==> config.mk <==
export PLATFORM = sky130hd
export DESIGN_NAME = sr_bank_arbiter_flat
export DESIGN_NICKNAME = d
export VERILOG_FILES = /design/src/rtl/sr_bank_arbiter_if.sv /design/src/rtl/sr_bank_arbiter.sv /design/src/flat_wrapper.sv
export SDC_FILE = /design/constraint.sdc
export NUM_CORES = 1
export LEC_CHECK = 0
export CELL_PAD_IN_SITES_DETAIL_PLACEMENT = 1
export CELL_PAD_IN_SITES_GLOBAL_PLACEMENT = 1
export CORE_ASPECT_RATIO = 0.7
export CORE_UTILIZATION = 37
export CTS_CLUSTER_DIAMETER = 60
export CTS_CLUSTER_SIZE = 14
export DETAILED_ROUTE_END_ITERATION = 12
export PLACE_DENSITY = 0.87
export SETUP_SLACK_MARGIN = 0.4
export SYNTH_ARGS = -nofsm -noshare
export SYNTH_HDL_FRONTEND = slang
export SYNTH_SLANG_ARGS = --single-unit
==> constraint.sdc <==
create_clock -name clk -period 3.1 [get_ports clk]
set_input_delay 0.62 -clock clk [delete_from_list [all_inputs] [get_ports clk]]
set_output_delay 0.62 -clock clk [all_outputs]
set_load 0.05 [all_outputs]
==> src/rtl/sr_bank_arbiter_if.sv <==
// Bus between two write requesters, the arbiter and an external gated SR latch bank.
// The shadow/shadow_vld signals exist only when SR_SHADOW_EN is defined.
interface sr_bank_arbiter_if;
   logic       a_req;
   logic       a_op;
   logic [2:0] a_idx;
   logic       a_ack;
   logic       b_req;
   logic       b_op;
   logic [2:0] b_idx;
   logic       b_ack;
   logic [7:0] latch_s;
   logic [7:0] latch_r;
   logic       latch_gate;
   logic       busy;
`ifdef SR_SHADOW_EN
   logic [7:0] shadow;
   logic [7:0] shadow_vld;
`endif

   modport master (
      output a_req, a_op, a_idx, b_req, b_op, b_idx,
      input  a_ack, b_ack, latch_s, latch_r, latch_gate, busy
`ifdef SR_SHADOW_EN
      , input shadow, shadow_vld
`endif
   );

   modport slave (
      input  a_req, a_op, a_idx, b_req, b_op, b_idx,
      output a_ack, b_ack, latch_s, latch_r, latch_gate, busy
`ifdef SR_SHADOW_EN
      , output shadow, shadow_vld
`endif
   );
endinterface

==> src/rtl/sr_bank_arbiter.sv <==
// Round-robin arbiter sequencing set/clear writes into a gated SR latch bank.
// Optional macro SR_SHADOW_EN adds a shadow copy of written latch values.
module sr_bank_arbiter #(
   parameter int unsigned GATE_CYCLES = 2
) (
   input logic            clk,
   input logic            rst,
   sr_bank_arbiter_if.slave bus
);
   typedef enum logic [1:0] {IDLE = 2'd0, SETUP = 2'd1, PULSE = 2'd2, HOLD = 2'd3} state_t;

   localparam logic [3:0] LAST_CNT = 4'(GATE_CYCLES - 1);

   state_t     state_r, next_state_s;
   logic       gnt_b_r, gnt_b_s;
   logic       op_r, op_s;
   logic [2:0] idx_r, idx_s;
   logic [3:0] cnt_r, cnt_s;
   logic       prio_b_r, prio_b_s;
   logic [7:0] latch_s_r, latch_s_s;
   logic [7:0] latch_r_r, latch_r_s;
   logic       gate_r, gate_s;
   logic       a_ack_r, a_ack_s;
   logic       b_ack_r, b_ack_s;
   logic       busy_r, busy_s;

   function automatic logic [7:0] onehot8(input logic [2:0] idx);
      onehot8 = 8'd1 << idx;
   endfunction

   // Next state, capture of the granted request and next registered output values
   always_comb begin
      next_state_s = state_r;
      gnt_b_s      = gnt_b_r;
      op_s         = op_r;
      idx_s        = idx_r;
      cnt_s        = cnt_r;
      prio_b_s     = prio_b_r;
      case (state_r)
         IDLE: begin
            if (bus.a_req || bus.b_req) begin
               next_state_s = SETUP;
               gnt_b_s      = bus.b_req && (!bus.a_req || prio_b_r);
               op_s         = gnt_b_s ? bus.b_op : bus.a_op;
               idx_s        = gnt_b_s ? bus.b_idx : bus.a_idx;
               prio_b_s     = !gnt_b_s;
            end else begin
               next_state_s = IDLE;
            end
         end
         SETUP: begin
            next_state_s = PULSE;
            cnt_s        = 4'd0;
         end
         PULSE: begin
            if (cnt_r == LAST_CNT) begin
               next_state_s = HOLD;
            end else begin
               cnt_s = cnt_r + 4'd1;
            end
         end
         HOLD: begin
            next_state_s = IDLE;
         end
         default: begin
            next_state_s = IDLE;
         end
      endcase

      // Outputs are registered, so they are derived from the state being entered
      busy_s    = (next_state_s != IDLE);
      latch_s_s = (busy_s && op_s)  ? onehot8(idx_s) : 8'd0;
      latch_r_s = (busy_s && !op_s) ? onehot8(idx_s) : 8'd0;
      gate_s    = (next_state_s == PULSE);
      a_ack_s   = (next_state_s == HOLD) && !gnt_b_s;
      b_ack_s   = (next_state_s == HOLD) && gnt_b_s;
   end

   // State, captured transaction and registered outputs
   always_ff @(posedge clk or posedge rst) begin
      if (rst) begin
         state_r   <= IDLE;
         gnt_b_r   <= 1'b0;
         op_r      <= 1'b0;
         idx_r     <= 3'd0;
         cnt_r     <= 4'd0;
         prio_b_r  <= 1'b0;
         latch_s_r <= 8'd0;
         latch_r_r <= 8'd0;
         gate_r    <= 1'b0;
         a_ack_r   <= 1'b0;
         b_ack_r   <= 1'b0;
         busy_r    <= 1'b0;
      end else begin
         state_r   <= next_state_s;
         gnt_b_r   <= gnt_b_s;
         op_r      <= op_s;
         idx_r     <= idx_s;
         cnt_r     <= cnt_s;
         prio_b_r  <= prio_b_s;
         latch_s_r <= latch_s_s;
         latch_r_r <= latch_r_s;
         gate_r    <= gate_s;
         a_ack_r   <= a_ack_s;
         b_ack_r   <= b_ack_s;
         busy_r    <= busy_s;
      end
   end

   assign bus.latch_s    = latch_s_r;
   assign bus.latch_r    = latch_r_r;
   assign bus.latch_gate = gate_r;
   assign bus.a_ack      = a_ack_r;
   assign bus.b_ack      = b_ack_r;
   assign bus.busy       = busy_r;

`ifdef SR_SHADOW_EN
   logic [7:0] shadow_r;
   logic [7:0] shadow_vld_r;

   // Shadow copy is written at the end of the HOLD cycle
   always_ff @(posedge clk or posedge rst) begin
      if (rst) begin
         shadow_r     <= 8'd0;
         shadow_vld_r <= 8'd0;
      end else if (state_r == HOLD) begin
         shadow_r[idx_r]     <= op_r;
         shadow_vld_r[idx_r] <= 1'b1;
      end else begin
         shadow_r     <= shadow_r;
         shadow_vld_r <= shadow_vld_r;
      end
   end

   assign bus.shadow     = shadow_r;
   assign bus.shadow_vld = shadow_vld_r;
`else
   // No shadow state in this build.
`endif
endmodule
==> src/flat_wrapper.sv <==
// flat-port wrapper written by rule: the top's interface ports become plain ports
module sr_bank_arbiter_flat 
#(
   parameter int unsigned GATE_CYCLES = 2
)
  (clk, rst, bus_a_req, bus_a_op, bus_a_idx, bus_b_req, bus_b_op, bus_b_idx, bus_a_ack, bus_b_ack, bus_latch_s, bus_latch_r, bus_latch_gate, bus_busy);
  sr_bank_arbiter_if bus_i ();
  input logic clk;
  input logic rst;
  input wire logic [$bits(bus_i.a_req)-1:0] bus_a_req;
  input wire logic [$bits(bus_i.a_op)-1:0] bus_a_op;
  input wire logic [$bits(bus_i.a_idx)-1:0] bus_a_idx;
  input wire logic [$bits(bus_i.b_req)-1:0] bus_b_req;
  input wire logic [$bits(bus_i.b_op)-1:0] bus_b_op;
  input wire logic [$bits(bus_i.b_idx)-1:0] bus_b_idx;
  output wire logic [$bits(bus_i.a_ack)-1:0] bus_a_ack;
  output wire logic [$bits(bus_i.b_ack)-1:0] bus_b_ack;
  output wire logic [$bits(bus_i.latch_s)-1:0] bus_latch_s;
  output wire logic [$bits(bus_i.latch_r)-1:0] bus_latch_r;
  output wire logic [$bits(bus_i.latch_gate)-1:0] bus_latch_gate;
  output wire logic [$bits(bus_i.busy)-1:0] bus_busy;
  assign bus_i.a_req = bus_a_req;
  assign bus_i.a_op = bus_a_op;
  assign bus_i.a_idx = bus_a_idx;
  assign bus_i.b_req = bus_b_req;
  assign bus_i.b_op = bus_b_op;
  assign bus_i.b_idx = bus_b_idx;
  assign bus_a_ack = bus_i.a_ack;
  assign bus_b_ack = bus_i.b_ack;
  assign bus_latch_s = bus_i.latch_s;
  assign bus_latch_r = bus_i.latch_r;
  assign bus_latch_gate = bus_i.latch_gate;
  assign bus_busy = bus_i.busy;
  sr_bank_arbiter #(.GATE_CYCLES(GATE_CYCLES)) u_core (.clk(clk), .rst(rst), .bus(bus_i));
endmodule
==> metrics.md <==
| Metric | Value |
|---|---|
| Status | completed |
| Commonest non-fill, non-tap cell in the layout | dfrtp_1 |
| Global-route wire length before repair | 6180 um |
| Share of post-route cells with drive strength above 1 | 10.2% |
| Via-to-Cell Ratio | 5.28 |
| Register area share after synthesis | 57.8% |
| Maxcap violations | 0 |
| Final period util | 83.0% |
| Vias | 1146 |
| # hold bufs at CTS | 0 |
| Post-synthesis mux area share | 0% |
| Post-DP HPWL | 2820 um |
| CTS root buf | clkbuf_8 |
| Cells after DPL | 209 |
| FF-to-FF path depth | 7 |
| Crit path max fanout | 8 |
| Gr usage total | 22.0% |
| Remaining Overflow, GRT | 0 |
| Finished Layout Cells | 217 |
| Post-synthesis cell count | 129 |
| Yosys warning total | 0 |
| Final Hold Viols | 0 |
| Critical Path, Cell by Cell | clkdlybuf4s50_1, nor2b_2, o32ai_1, a21oi_2, inv_1, nor4_1 |
| Element type at the critical path start | input port |
| Initial core utilization | 38.9% |
| Crit Path Class | in -> reg |
| CTS Sinks | 32 |
| First-pass iteration count of the detailed router | 4 |
| Slew @ Worst Pin | 626 ps |
| Synth top area share | 57.8% |
| Slew HR | 58.1% |
| CTS tree | yes |
| WL per Instance | 18.4 um |
| Commonest cells after routing, fill and taps aside | 32 x dfrtp_1, 31 x clkdlybuf4s50_1, 12 x nor4_1 |
| Die height | 53.2 um |
| CP Depth | 6 |
| Worst path slowest cell | clkdlybuf4s50_1 |
| PortBufs | 31 |
| Mapped Area | 0.00139 sq mm |
| DRT iter0 DRCs | 71 |
| Remaining DRCs | 0 |
| Largest net degree at the start of global routing | 33 |
| Post-layout net count | 184 |
| Max rail drop VDD | 584 uV |
| Minimum clock period | 2570 ps |
| Buf/Inv on CP | 2 |
| CP top delay family | simple AND/OR/NAND/NOR gates |
| Max Slew Vio Count | 0 |
| Synth Area in Simple Gates | 18.0% |
| Power per Cell Area | 1170 mW/mm^2 |
| FF-to-FF Start | u_core.state_r[0]$_DFF_PP0_ |
| Setup violators final | 0 |
| Num CTS Buffers | 5 |
| CP endpoint | u_core.bus.latch_r[2]$_DFF_PP0_ |
| Area growth syn-to-layout | 34.5% |
| Post-DRT Antenna Nets | 0 |
| Critical R2R Capture | u_core.bus.latch_r[2]$_DFF_PP0_ |
| Core area | 0.00356 sq mm |
| Hold WC Path Type | reg -> reg |
| Worst Setup SP | bus_a_req |
| Rows | 18 |
| Clock Path Buffers | 2 |
| Synth Area in Adders | 5.42% |
| Setup TNS | 0 ps |
| Later-pin clock latency in the skew report | 280 ps |
| Final hold slack | 486 ps |
| Max Clock Freq | 389 MHz |
| Worst Path Arrival | 2710 ps |
| Flops & latches, synth | 32 |
| Die area | 0.00400 sq mm |
| Worst-path clk slew | 70 ps |
| Worst R2R Setup Slack | 590 ps |
| Syn Nets | 147 |
| # diodes | 0 |
| Placer congestion estimate | 0.833 |
| Design Power | 0.00218 W |
| Ports | 32 |
| Main combinational cell family by area after synthesis | simple AND/OR/NAND/NOR gates |
| Final core occ | 52.4% |
| Vias in the first global route | 1206 |
| Yosys cell types | 33 |
| Initial antenna violation count | 0 |
| Drt total wl | 3980 um |
| Leak | 0.822 nW |
| RSZ-0062 raised after global routing | no |
| DIE WIDTH | 75.1 um |
| Critical path required time | 3230 ps |
| Leading area contributor after synthesis | dfrtp_1 |
| Synth Area in XOR/XNOR | 0.632% |
| Syn avg cell area | 10.7 sq um |
| Slowest stage delay, CP | 610 ps |
| Number of setup buffers added after CTS | 0 |
| Final Skew | 8.17 ps |
| Critical path endpoint category | flop |
| Complex-gate fraction of the synthesized area | 14.0% |
| CTS HTree Levels | 2 |
| Largest cells by area after synthesis | dfrtp_1 58%, ha_1 5.4%, nor4_1 5.4% |
==> metrics by stage <==
stage | area (sq um) | setup slack (ps)
global placement | 1760 | 399
global route | 1860 | 401
floorplan | 1390 | 947
detailed placement | 1760 | 92.4
finish | 1860 | 526
CTS | 1860 | 426
==> kinds of logic (layout without fill, tap and decap cells) <==
group,count (synthesis),count (layout)
AOI/OAI and AO/OA,28,28
xor gates and xnor gates,1,1
adders and majority gates,6,6
buffers and inverters,15,53
DFF,32,32
and+or+nand+nor,47,47
==> worst register-to-register path: cells and delay by family, from the launching register on <==
family                     cells  cell delay (ps)
AOI/OAI and AO/OA              1              170
adders and majority gates      1              480
buffers and inverters          2              320
DFF                            1              410
and+or+nand+nor                3              980
==> worst min path at each step <==
| stage | endpoint | cells after the start | startpoint |
|---|---|---|---|
| after global routing | u_core.cnt_r[3]$_DFFE_PP0P_ | 1 | u_core.cnt_r[3]$_DFFE_PP0P_ |
| after floorplan | u_core.cnt_r[3]$_DFFE_PP0P_ | 1 | u_core.cnt_r[3]$_DFFE_PP0P_ |
| after CTS | u_core.cnt_r[3]$_DFFE_PP0P_ | 1 | u_core.cnt_r[3]$_DFFE_PP0P_ |
| after global placement | u_core.cnt_r[3]$_DFFE_PP0P_ | 1 | u_core.cnt_r[3]$_DFFE_PP0P_ |
| after detailed placement | u_core.cnt_r[3]$_DFFE_PP0P_ | 1 | u_core.cnt_r[3]$_DFFE_PP0P_ |
| final | u_core.cnt_r[3]$_DFFE_PP0P_ | 1 | u_core.cnt_r[3]$_DFFE_PP0P_ |
==> per-layer routing <==
metal,up-vias,track usage [%],share of wire (%)
met1,579,30.5,49
met5,-,0,0
li1,538,-,-
met2,25,34.2,47
met4,0,6.79,0.83
met3,4,5.14,3.8
==> repair_timing <==
item	4_1_cts	5_1_grt
gates cloned	0	0
endpoints found under the setup margin	5	7
resized for setup	1	2
endpoints found under the hold margin	0	0
==> layout make-up <==
| class | instances | area [sq um] |
|---|---|---|
| clock inverter | 2 | 10.0 |
| fill | 406 | 1700 |
| sequential | 32 | 801 |
| inverter | 12 | 45.0 |
| tap | 50 | 62.6 |
| timing repair buffer | 33 | 325 |
| clock buffer | 6 | 82.6 |
| multi-input combinational | 82 | 537 |
==> state kept, by name, indices dropped and copies added (netlist names) <==
| register | count |
|---|---|
| u_core.bus.latch_gate | 1 |
| u_core.gnt_b_r | 1 |
| u_core.bus.b_ack | 1 |
| u_core.bus.busy | 1 |
| u_core.bus.latch_s | 8 |
| u_core.idx_r | 3 |
| u_core.prio_b_r | 1 |
| u_core.bus.latch_r | 8 |
| u_core.bus.a_ack | 1 |
| u_core.state_r | 2 |
| u_core.cnt_r | 4 |
| u_core.op_r | 1 |
==> synth_stat cells <==
| cell | n |
|---|---|
| dfrtp_1 | 32 |
| o32ai_1 | 4 |
| or2_2 | 1 |
| o32a_1 | 1 |
| nand2_1 | 10 |
| a21bo_2 | 1 |
| a21oi_1 | 6 |
| o2bb2ai_1 | 1 |
| nand3b_1 | 1 |
| nor2b_1 | 2 |
| nor3_1 | 7 |
| and3_1 | 1 |
| xnor2_1 | 1 |
| o22ai_1 | 2 |
| a22o_1 | 1 |
| o31ai_1 | 1 |
| nor4_1 | 12 |
| or3b_1 | 1 |
| buf_2 | 1 |
| o21a_1 | 1 |
| nand2b_1 | 2 |
| inv_2 | 2 |
| or2b_1 | 1 |
| nor2_1 | 6 |
| clkbuf_1 | 2 |
| o21ai_1 | 1 |
| a2111o_1 | 1 |
| nor3b_1 | 1 |
| nand3_1 | 2 |
| ha_1 | 6 |
| inv_1 | 10 |
| o21ai_0 | 6 |
| a211o_1 | 2 |
==> power by group <==
part / leakage (nW) / total, W / internal (W) / switching [W]
clock network: 0.0510 / 0.000330 / 0.000177 / 0.000153
logic: 0.351 / 0.00120 / 0.000371 / 0.000831
registers: 0.420 / 0.000648 / 0.000565 / 0.0000832
Power figures use the tool's default switching activity.
